`src/rtl/instr_reader.sv`:
```
// Instruction register read-out stage: walks a window of entries, streams each word over valid/ready.
// Define INSTR_READER_CHECK_EN to build the result recompute/compare logic (out_mismatch, err_count).
package instr_reader_pkg;
   localparam int unsigned ADDR_W    = 5;
   localparam int unsigned OPC_W     = 4;
   localparam int unsigned OPERAND_W = 32;
   localparam int unsigned RESULT_W  = 64;
   localparam int unsigned CNT_W     = 6;

   typedef logic [ADDR_W-1:0]           address_t;
   typedef logic [OPC_W-1:0]            opcode_t;
   typedef logic signed [OPERAND_W-1:0] operand_t;
   typedef logic signed [RESULT_W-1:0]  result_t;

   localparam opcode_t OPC_ZERO  = OPC_W'(0);
   localparam opcode_t OPC_PASSA = OPC_W'(1);
   localparam opcode_t OPC_PASSB = OPC_W'(2);
   localparam opcode_t OPC_ADD   = OPC_W'(3);
   localparam opcode_t OPC_SUB   = OPC_W'(4);
   localparam opcode_t OPC_MULT  = OPC_W'(5);
   localparam opcode_t OPC_DIV   = OPC_W'(6);
   localparam opcode_t OPC_MOD   = OPC_W'(7);

   typedef struct packed {
      opcode_t  opc;
      operand_t op_a;
      operand_t op_b;
      result_t  result;
   } instruction_t;
endpackage

module instr_reader
   import instr_reader_pkg::*;
#(
   parameter int unsigned DEPTH = 32
) (
   input  logic             clk,
   input  logic             reset_n,
   input  logic             start,
   input  address_t         first_ptr,
   input  logic [CNT_W-1:0] count,
   output address_t         read_pointer,
   input  instruction_t     instruction_word,
   output logic             out_valid,
   input  logic             out_ready,
   output instruction_t     out_instr,
   output address_t         out_index,
   output logic             out_mismatch,
   output logic             busy,
   output logic             done,
   output logic [CNT_W-1:0] err_count
);

   typedef enum logic [1:0] {S_IDLE, S_FETCH, S_PRESENT} state_t;

   localparam address_t LAST_PTR = ADDR_W'(DEPTH - 1);

   state_t           state;
   logic [CNT_W-1:0] remaining;
   logic             start_go_c;
   logic             fetch_c;
   logic             accept_c;

   assign start_go_c = (state == S_IDLE) && start && (count != '0);
   assign fetch_c    = (state == S_FETCH);
   assign accept_c   = (state == S_PRESENT) && out_ready;

   // Window sequencer: FETCH captures the addressed entry, PRESENT holds it until accepted.
   always_ff @(posedge clk or negedge reset_n) begin
      if (!reset_n) begin
         state        <= S_IDLE;
         remaining    <= '0;
         read_pointer <= '0;
         out_valid    <= 1'b0;
         out_instr    <= '0;
         out_index    <= '0;
         busy         <= 1'b0;
         done         <= 1'b0;
      end else begin
         done <= 1'b0;
         case (state)
            S_IDLE: begin
               if (start) begin
                  if (count != '0) begin
                     read_pointer <= first_ptr;
                     remaining    <= count;
                     busy         <= 1'b1;
                     state        <= S_FETCH;
                  end else begin
                     done <= 1'b1;
                  end
               end
            end
            S_FETCH: begin
               out_instr <= instruction_word;
               out_index <= read_pointer;
               out_valid <= 1'b1;
               state     <= S_PRESENT;
            end
            S_PRESENT: begin
               if (out_ready) begin
                  out_valid    <= 1'b0;
                  remaining    <= remaining - CNT_W'(1);
                  read_pointer <= (read_pointer == LAST_PTR) ? '0 : read_pointer + ADDR_W'(1);
                  if (remaining == CNT_W'(1)) begin
                     busy  <= 1'b0;
                     done  <= 1'b1;
                     state <= S_IDLE;
                  end else begin
                     state <= S_FETCH;
                  end
               end
            end
            default: state <= S_IDLE;
         endcase
      end
   end

`ifdef INSTR_READER_CHECK_EN
   // Recomputes the result in 64-bit signed arithmetic; divide-by-zero entries are never flagged.
   function automatic logic calc_mismatch(input instruction_t w);
      result_t a;
      result_t b;
      result_t expect_r;
      logic    skip;
      logic    bad_opc;
      a        = result_t'(w.op_a);
      b        = result_t'(w.op_b);
      expect_r = '0;
      skip     = 1'b0;
      bad_opc  = 1'b0;
      case (w.opc)
         OPC_ZERO:  expect_r = '0;
         OPC_PASSA: expect_r = a;
         OPC_PASSB: expect_r = b;
         OPC_ADD:   expect_r = a + b;
         OPC_SUB:   expect_r = a - b;
         OPC_MULT:  expect_r = a * b;
         OPC_DIV: begin
            if (b == '0) skip = 1'b1;
            else         expect_r = a / b;
         end
         OPC_MOD: begin
            if (b == '0) skip = 1'b1;
            else         expect_r = a % b;
         end
         default:   bad_opc = 1'b1;
      endcase
      return bad_opc || (!skip && (expect_r != w.result));
   endfunction

   logic             mismatch_q;
   logic [CNT_W-1:0] err_q;

   always_ff @(posedge clk or negedge reset_n) begin
      if (!reset_n) begin
         mismatch_q <= 1'b0;
         err_q      <= '0;
      end else begin
         if (fetch_c) mismatch_q <= calc_mismatch(instruction_word);
         if (start_go_c) begin
            err_q <= '0;
         end else if (accept_c && mismatch_q && (err_q != '1)) begin
            err_q <= err_q + CNT_W'(1);
         end
      end
   end

   assign out_mismatch = mismatch_q;
   assign err_count    = err_q;
`else
   assign out_mismatch = 1'b0;
   assign err_count    = '0;
`endif

endmodule

```
`config.mk`:
```
export PLATFORM = sky130hd
export DESIGN_NAME = instr_reader
export DESIGN_NICKNAME = d
export VERILOG_FILES = /design/src/rtl/instr_reader.sv
export SDC_FILE = /design/constraint.sdc
export NUM_CORES = 1
export LEC_CHECK = 0
export BUFFER_PORTS_ARGS = -buffer_cell sky130_fd_sc_hd__clkbuf_2
export CORE_MARGIN = 5
export CORE_UTILIZATION = 46
export DETAILED_ROUTE_END_ITERATION = 16
export PLACE_DENSITY = 0.8
export SYNTH_ARGS = -nofsm -noshare
export SYNTH_HDL_FRONTEND = slang
export SYNTH_SLANG_ARGS = --single-unit
```
`constraint.sdc`:
```
create_clock -name clk -period 2.19 [get_ports clk]
set_clock_uncertainty 0.1 [all_clocks]
set_input_delay 0.438 -clock clk [delete_from_list [all_inputs] [get_ports clk]]
set_output_delay 0.438 -clock clk [all_outputs]
set_load 0.02 [all_outputs]
```
==> impl_metrics.toml, run 1 <==
[worst_setup_path]
rr_worst_depth = 6
start_kind = "flip-flop"
ff2ff_setup_slack_ns = 0.28
cpPeakStageDelay_ns = 0.46
cp_max_fo = 6
arrival_ns = 2.13
crit_top_cell = "ha_1"
cp-end-kind = "flip-flop"
required_ns = 2.41
reg2reg_to = "read_pointer[2]"
crit_slowest_cell = "dfrtp_1"
regToRegStartpoint = "read_pointer[0]"
crit_type = "flip-flop to flip-flop"
cp_cell_sequence = "ha_1, and3_1, ha_1, nor4b_1, a21oi_1, o21ai_0"

[floorplan]
die_w_um = 125
row_count = 42
die_y_um = 125
start_util_pct = 46.5
core-area_mm2 = 0.0131
fp.dieArea_mm2 = 0.0156
io_pins = 299

[pwr]
power.switching_mw = 5.61
p_int_mw = 8.90
power_frac_seq_pct = 35.7
sw_frac_of_total_pct = 38.7
clkPwrFrac_pct = 21.2
p_comb_share_pct = 43.1
cellPowerDensity_mw_per_mm2 = 1730
p_leak_nw = 4.13
peakVddDrop_uv = 852

[route]
route.detailed.drc = 0
first_iter_violations = 172
vias = 4440
dr.pass1.iters = 4
final_antenna_net_count = 0
vias_per_cell = 4.98
wl_per_cell_um = 17.4
routed_wl_um = 15500

[clocking]
clkLatencyLatePin_ns = 0.41
clock_sinks = 153
h-tree-depth = 4
tritoncts = "done"
cts_made_buffers = 17
path_clk_slew_ns = 0.06
clockBufferDepth = 2
root_buffer = "clkbuf_16"
ctsResizeCount = 0

[layout]
multiInputGateArea_mm2 = 0.00208
final_area_mm2 = 0.00838
final_cells = 891
n_antenna_cell = 0
nets = 853
regArea_mm2 = 0.00383
syn_to_final_growth_pct = 37.7
n_fill_cell = 968
drive_gt1_share_pct = 66.4

[synthesis]
synth_seq_area_share_pct = 62.9
ys_seq_elements = 153
syn_inst = 402
yosys.cell_types.count = 34
ys_warn_count = 0
syn-cell-area_mm2 = 0.00609
postSynthAreaPerCell_um2 = 15.1

[sta]
slew_violations = 0
finalCritPeriodShare_pct = 87.0
hold_violations = 0
setup_viol = 0
max_slew_margin_pct = 64.1
whs_ns = 0.156
fmax_mhz = 525
final.setup.tns_ns = 0
rsz0062_at_grt = "no"
tightest_slew_ns = 0.538
fin_crit_ns = 1.91

[global_route]
grt_pass1_wl_um = 25300
grt_pass1_vias = 4900
grt_use_total_pct = 20.1
antenna_found_initial = 0
grt_max_degree = 59
met1_usage_pct = 23.3
globalRouteOverflowTotal = 0
gr-usage-met3_pct = 7.42
grt-busiest-layer = "met2"
met2_usage_pct = 34.0

[place]
hpwl_um = 11900
port_buffers = 291
post_dp_cell_area_mm2 = 0.00774
post-place-cells = 858
gp_congestion = 0.837

[flow_run]
max_cap_viol_count = 0

[hold_path]
min_from = "instruction_word[89]"
whs_path_depth = 2
min_delay_worst_endpoint = "out_instr[89]"
hold_class = "input pin to flip-flop"

[status]
status = "finished clean"
[through the flow]
| stage | worst slack (ns) | util (%) | total power [mW] |
|---|---|---|---|
| final | 0.284 | 64.1 | 14.5 |
| after global placement | 0.205 | 59.2 | 11.3 |
| after global routing | 0.152 | 64.1 | 15.4 |
| after detailed placement | 0.102 | 59.2 | 11.6 |
| after floorplan | 0.433 | - | 9.28 |
| after CTS | 0.264 | 64.1 | 14.7 |
[synthesized netlist by cell type (all sizes together)]
master,instances,share of area [%]
dfrtp,153,63
inv,3,0.18
o22a,1,0.14
nand2,11,0.68
nor2b,1,0.10
conb,1,0.062
o21ai,14,1.2
ha,4,0.82
a211o,3,0.43
a311o,1,0.16
mux2,137,25
mux2i,3,0.49
nand3b,1,0.12
clkbuf,3,0.18
nand3,4,0.33
a21oi,9,0.74
or3,1,0.18
nor3,4,0.33
o21bai,1,0.12
and3,1,0.10
nor4b,3,0.53
o211ai,1,0.12
buf,26,3.1
and2,1,0.10
nor4,3,0.31
nor4bb,1,0.16
o311ai,1,0.14
nand4b,1,0.14
nor2,3,0.18
nor3b,2,0.25
nand2b,4,0.41
[critical path, delay by kind of cell, from the launching register on]
kind | cells | cell delay [ns]
AO/OA/AOI/OAI | 2 | 0.24
adder cells (fa/ha/maj) | 2 | 0.51
flip-flops | 1 | 0.46
AND/OR/NAND/NOR | 2 | 0.50
[cell families (layout without fill, tap and decap cells)]
kind of cell	after synthesis	in the layout	share of synthesized area (%)
compound gates	31	31	3.02
fa+ha+maj	4	4	0.822
buf+inv	32	339	3.43
flops	153	153	62.9
mux	140	140	25.8
other cells	1	7	0.0616
simple gates	41	41	3.95
[area by class of cell]
type	count	area share, %
clock buffer	20	5.57
timing repair buffer	304	19.2
multi-input combinational	223	24.8
clock inverter	12	1.95
inverter	3	0.134
sequential	153	45.7
tap	176	2.63
[state kept, by name (all words and copies together) (netlist names)]
signal / count
read_pointer: 5
out_instr: 132
state: 2
out_valid: 1
out_index: 5
done: 1
busy: 1
remaining: 6
[power groups by stage]
stage / clock [mW] / combinational [mW] / sequential, mW
floorplan: 0 / 2.55 / 6.73
global placement: 0 / 6.17 / 5.11
detailed placement: 0 / 6.34 / 5.22
CTS: 3.13 / 6.34 / 5.20
global route: 3.26 / 6.71 / 5.38
finish: 3.08 / 6.26 / 5.18
[worst max-delay path by stage]
stage	startpoint	cells after the start	slack (ns)	endpoint
floorplan	read_pointer[0]	6	0.43	read_pointer[2]
global placement	count[0]	6	0.20	read_pointer[2]
detailed placement	count[0]	6	0.10	read_pointer[2]
CTS	read_pointer[0]	6	0.26	read_pointer[2]
global route	read_pointer[0]	6	0.15	read_pointer[3]
finish	read_pointer[0]	6	0.28	read_pointer[2]
[layout by cell type (no fill, tap or decap), types with 2 or more instances in the layout]
master        n
mux2i_1       3
a211o_1       3
bufinv_16     3
nand2_1      11
dfrtp_1     153
clkbuf_8      3
nand3_1       4
clkinv_4      2
clkbuf_16    17
a21oi_1       9
clkbuf_2    290
nor3b_1       2
clkinvlp_4    4
nor2_1        3
nor3_1        4
mux2_2      137
inv_6         3
ha_1          4
o21ai_0      14
buf_4         8
buf_12        4
nand2b_1      4
conb_1        7
nor4b_1       2
nor4_1        3
inv_1         3
[repair_timing]
| action | CTS | global route |
|---|---|---|
| setup buffers | 0 | 0 |
| endpoints found under the hold margin | 51 | 0 |
| setup endpoints to repair | 0 | 0 |
| hold buffers | 1 | 0 |
[layer usage]
layer / wire length (um) / vias up
met1: 5870 / 2155
met4: 401 / 0
met2: 7890 / 221
met3: 1330 / 36
met5: 0 / -
li1: - / 2028
(Power assumes the default switching activity.)
==> inputs of run 2 (changes only) <==
- clock period: 2.19 -> 2.07 ns (I/O delays scaled with it)
==> impl_metrics.toml, run 2 (synthesis gave the netlist of run 1 again) <==
[status]
status = "finished clean"

[global_route]
grt_use_total_pct = 20.0
grt_pass1_vias = 4915
grt_pass1_wl_um = 25100
antenna_found_initial = 0
globalRouteOverflowTotal = 0
grt_max_degree = 61

[sta]
finalCritPeriodShare_pct = 92.6
slew_violations = 0
setup_viol = 0
max_slew_margin_pct = 61.9
rsz0062_at_grt = "no"
fmax_mhz = 522
final.setup.tns_ns = 0
hold_violations = 0
tightest_slew_ns = 0.572
fin_crit_ns = 1.92

[route]
vias_per_cell = 4.95
routed_wl_um = 15500
vias = 4412
dr.pass1.iters = 4
route.detailed.drc = 0
first_iter_violations = 158
wl_per_cell_um = 17.3
final_antenna_net_count = 0

[flow_run]
max_cap_viol_count = 0

[hold_path]
min_from = "instruction_word[101]"
min_delay_worst_endpoint = "out_instr[101]"
whs_path_depth = 2
hold_class = "input pin to flip-flop"

[layout]
syn_to_final_growth_pct = 37.8
n_fill_cell = 944
regArea_mm2 = 0.00383
multiInputGateArea_mm2 = 0.00208
layout_common_cells = "clkbuf_2 (290), dfrtp_1 (153), mux2_2 (137), clkbuf_16 (17), o21ai_0 (14)"
drive_gt1_share_pct = 66.1
nets = 854
final_common_cell = "clkbuf_2"
top_regs = "out_instr (132), remaining (6)"
final_area_mm2 = 0.00839
n_antenna_cell = 0
largest_register_ffs = 132
largest_register = "out_instr"
fin_util_pct = 64.1

[worst_setup_path]
cp-end-kind = "flip-flop"
ff2ff_setup_slack_ns = 0.15
required_ns = 2.29
reg2reg_to = "read_pointer[2]"
start_kind = "flip-flop"
regToRegStartpoint = "read_pointer[1]"
arrival_ns = 2.14
crit_type = "flip-flop to flip-flop"
cp_max_fo = 6
rr_worst_depth = 6

[pwr]
power.switching_mw = 5.89
power_mw = 15.3
peakVddDrop_uv = 987
power_frac_seq_pct = 35.8
sw_frac_of_total_pct = 38.6
p_comb_share_pct = 44.2
p_int_mw = 9.38
cellPowerDensity_mw_per_mm2 = 1820
clkPwrFrac_pct = 20.1
p_leak_nw = 4.14

[place]
port_buffers = 291
hpwl_um = 11900
post_dp_cell_area_mm2 = 0.00779
gp_congestion = 0.830

[floorplan]
die_y_um = 125
die_w_um = 125
io_pins = 299
fp.dieArea_mm2 = 0.0156
start_util_pct = 46.5
row_count = 42
core-area_mm2 = 0.0131

[clocking]
clkLatencyLatePin_ns = 0.41
tritoncts = "done"
clockBufferDepth = 2
root_buffer = "clkbuf_16"
cts_made_buffers = 17
ctsResizeCount = 0
clock_sinks = 153
h-tree-depth = 4
path_clk_slew_ns = 0.06
-- run 2: worst max-delay path, stage by stage (launching register included) --
cell and delay, ns:
dfrtp_1 0.44, ha_1 0.24, and3_1 0.20, ha_1 0.27, nor4b_1 0.34, a21oi_1 0.06
o21ai_0 0.18
-- run 2: worst max-delay path by stage --
stage,start,end,slack [ns],cells after the start
floorplan,read_pointer[0],read_pointer[2],0.31,6
global placement,count[0],read_pointer[2],0.17,6
detailed placement,count[0],read_pointer[2],0.10,6
CTS,read_pointer[1],read_pointer[2],0.14,6
global route,state[1],read_pointer[1],0.05,5
finish,read_pointer[1],read_pointer[2],0.15,6
-- run 2: cell type report --
class                           instances  share of cell area [%]
Sequential cell                       153                    45.7
Multi-Input combinational cell        223                    24.8
Inverter                                3                   0.134
Clock inverter                         12                    1.81
Clock buffer                           20                    5.21
Timing Repair Buffer                  305                    19.8
Tap cell                              176                    2.63
-- run 2: layer usage --
metal,up-vias,track usage [%],routed length (um)
li1,2022,-,-
met1,2147,22.3,5850
met2,211,34.2,7830
met3,32,7.72,1380
met4,0,8.67,401
met5,-,0,0
-- run 2: power by group through the flow --
stage / sequential (mW) / clock (mW) / combinational, mW
after detailed placement: 5.51 / 0 / 6.82
after floorplan: 7.12 / 0 / 2.70
after global placement: 5.39 / 0 / 6.65
after CTS: 5.48 / 3.15 / 6.84
after global routing: 5.67 / 3.29 / 7.22
final: 5.46 / 3.06 / 6.74
-- run 2: what timing repair did --
item,in CTS,in global routing
endpoints found under the hold margin,33,0
setup buffers,0,0
hold buffers,1,0
-- run 2: through the flow --
stage | std cells | setup slack (ns) | hold WS (ns)
2_1_floorplan | 408 | 0.313 | 0.0184
3_3_place_gp | 859 | 0.173 | 0.231
3_5_place_dp | 859 | 0.104 | 0.239
4_1_cts | 892 | 0.141 | 0.104
5_1_grt | 892 | 0.0466 | 0.105
6_report | 892 | 0.154 | 0.128
==> inputs of run 3 (changes only) <==
- BUFFER_PORTS_ARGS: -buffer_cell sky130_fd_sc_hd__clkbuf_2 -> -buffer_cell sky130_fd_sc_hd__buf_2
- GPL_ROUTABILITY_DRIVEN: default -> 0
==> impl_metrics.toml, run 3 (synthesis gave the netlist of run 1 again) <==
[clocking]
tritoncts = "done"
ctsResizeCount = 0
clkLatencyLatePin_ns = 0.41
cts_setup_buffers = 0
clock_sinks = 153
path_clk_slew_ns = 0.06
root_buffer = "clkbuf_16"
clockBufferDepth = 2
holdBufCountCts = 1
h-tree-depth = 4
cts_made_buffers = 17

[route]
route.detailed.drc = 0
final_antenna_net_count = 0
vias_per_cell = 4.99
routed_wl_um = 15600
dr.pass1.iters = 4
first_iter_violations = 204
vias = 4464
wl_per_cell_um = 17.4

[hold_path]
min_delay_worst_endpoint = "out_instr[61]"
hold_class = "input pin to flip-flop"
whs_path_depth = 2
min_from = "instruction_word[61]"

[place]
post-place-cells = 861
hpwl_um = 12000
port_buffers = 291

[layout]
n_antenna_cell = 0
syn_to_final_growth_pct = 39.0
final_cells = 894
top_regs = "out_instr (132), remaining (6)"
nets = 856
largest_register = "out_instr"
drive_gt1_share_pct = 66.4
final_common_cell = "buf_2"
largest_register_ffs = 132
layout_common_cells = "buf_2 (290), dfrtp_1 (153), mux2_2 (137), clkbuf_16 (17), o21ai_0 (14)"

[sta]
setup_viol = 0
rsz0062_at_grt = "no"
slew_violations = 0
hold_violations = 0
fmax_mhz = 544
finalCritPeriodShare_pct = 88.8
fin_crit_ns = 1.84
final.setup.tns_ns = 0

[floorplan]
die_y_um = 125
row_count = 42
core-area_mm2 = 0.0131
io_pins = 299
start_util_pct = 46.5
fp.dieArea_mm2 = 0.0156
die_w_um = 125

[global_route]
antenna_found_initial = 0
grt_max_degree = 53
grt_pass1_vias = 4849
grt_use_total_pct = 20.6
globalRouteOverflowTotal = 0
grt_pass1_wl_um = 25700

[worst_setup_path]
cp-end-kind = "flip-flop"
reg2reg_to = "read_pointer[3]"
arrival_ns = 2.07
cp_max_fo = 6
required_ns = 2.30
start_kind = "flip-flop"
regToRegStartpoint = "read_pointer[1]"
crit_type = "flip-flop to flip-flop"
rr_worst_depth = 6
ff2ff_setup_slack_ns = 0.23

[pwr]
p_leak_nw = 4.12
peakVddDrop_uv = 1050
cellPowerDensity_mw_per_mm2 = 1840

[status]
status = "finished clean"

[flow_run]
max_cap_viol_count = 0
[run 3: cell types whose count changed in the layout (fill, tap and decap cells not counted)]
cell,previous run,this run
inv_6,0,3
clkinv_2,4,2
clkbuf_1,3,1
clkbuf_2,290,0
clkinvlp_4,2,1
buf_4,6,8
buf_2,0,290
bufinv_16,3,5
[run 3: per-layer routing]
metal	GRT usage (%)	vias to the layer above	share of wire (%)
li1	-	2038	-
met1	23.3	2183	37
met2	35.2	216	51
met3	8.19	27	9.3
met4	7.65	0	2.3
met5	0	-	0
[run 3: layout make-up]
type                       count  area (um^2)
fill                         950         4620
sequential                   153         3830
multi-input combinational    223         2080
timing repair buffer         307         1670
clock buffer                  18          429
clock inverter                14          220
tap                          176          220
inverter                       3         11.3
[run 3: critical path, stage by stage (launching register included)]
cell	delay, ns
dfrtp_1	0.44
ha_1	0.24
and3_1	0.19
ha_1	0.26
nor4_1	0.28
a21oi_1	0.06
o21ai_0	0.18
[run 3: how the worst max path moves through the flow]
stage	from	slack [ns]	to
global placement	out_ready	0.25	remaining[2]
global route	read_pointer[1]	0.07	read_pointer[2]
floorplan	read_pointer[0]	0.31	read_pointer[2]
detailed placement	out_ready	0.19	remaining[2]
finish	read_pointer[1]	0.23	read_pointer[3]
CTS	read_pointer[1]	0.23	read_pointer[2]
[run 3: metrics by stage]
| step | util (%) | area [um^2] | power (mW) | hold WS [ns] | setup slack, ns |
|---|---|---|---|---|---|
| after CTS | 64.7 | 8460 | 15.8 | 0.105 | 0.232 |
| after detailed placement | 59.6 | 7800 | 12.4 | 0.280 | 0.195 |
| after global routing | 64.7 | 8460 | 16.5 | 0.103 | 0.0708 |
| after floorplan | - | 6110 | 9.82 | 0.0184 | 0.313 |
| final | 64.7 | 8460 | 15.6 | 0.121 | 0.232 |
| after global placement | 59.6 | 7800 | 12.0 | 0.273 | 0.245 |
[run 3: power breakdown]
| group | internal [mW] | total, mW | switching, mW |
|---|---|---|---|
| Combinational | 3.02 | 6.83 | 3.81 |
| Clock | 2.15 | 3.37 | 1.22 |
| Sequential | 4.53 | 5.40 | 0.875 |
| Total | 9.70 | 15.6 | 5.90 |
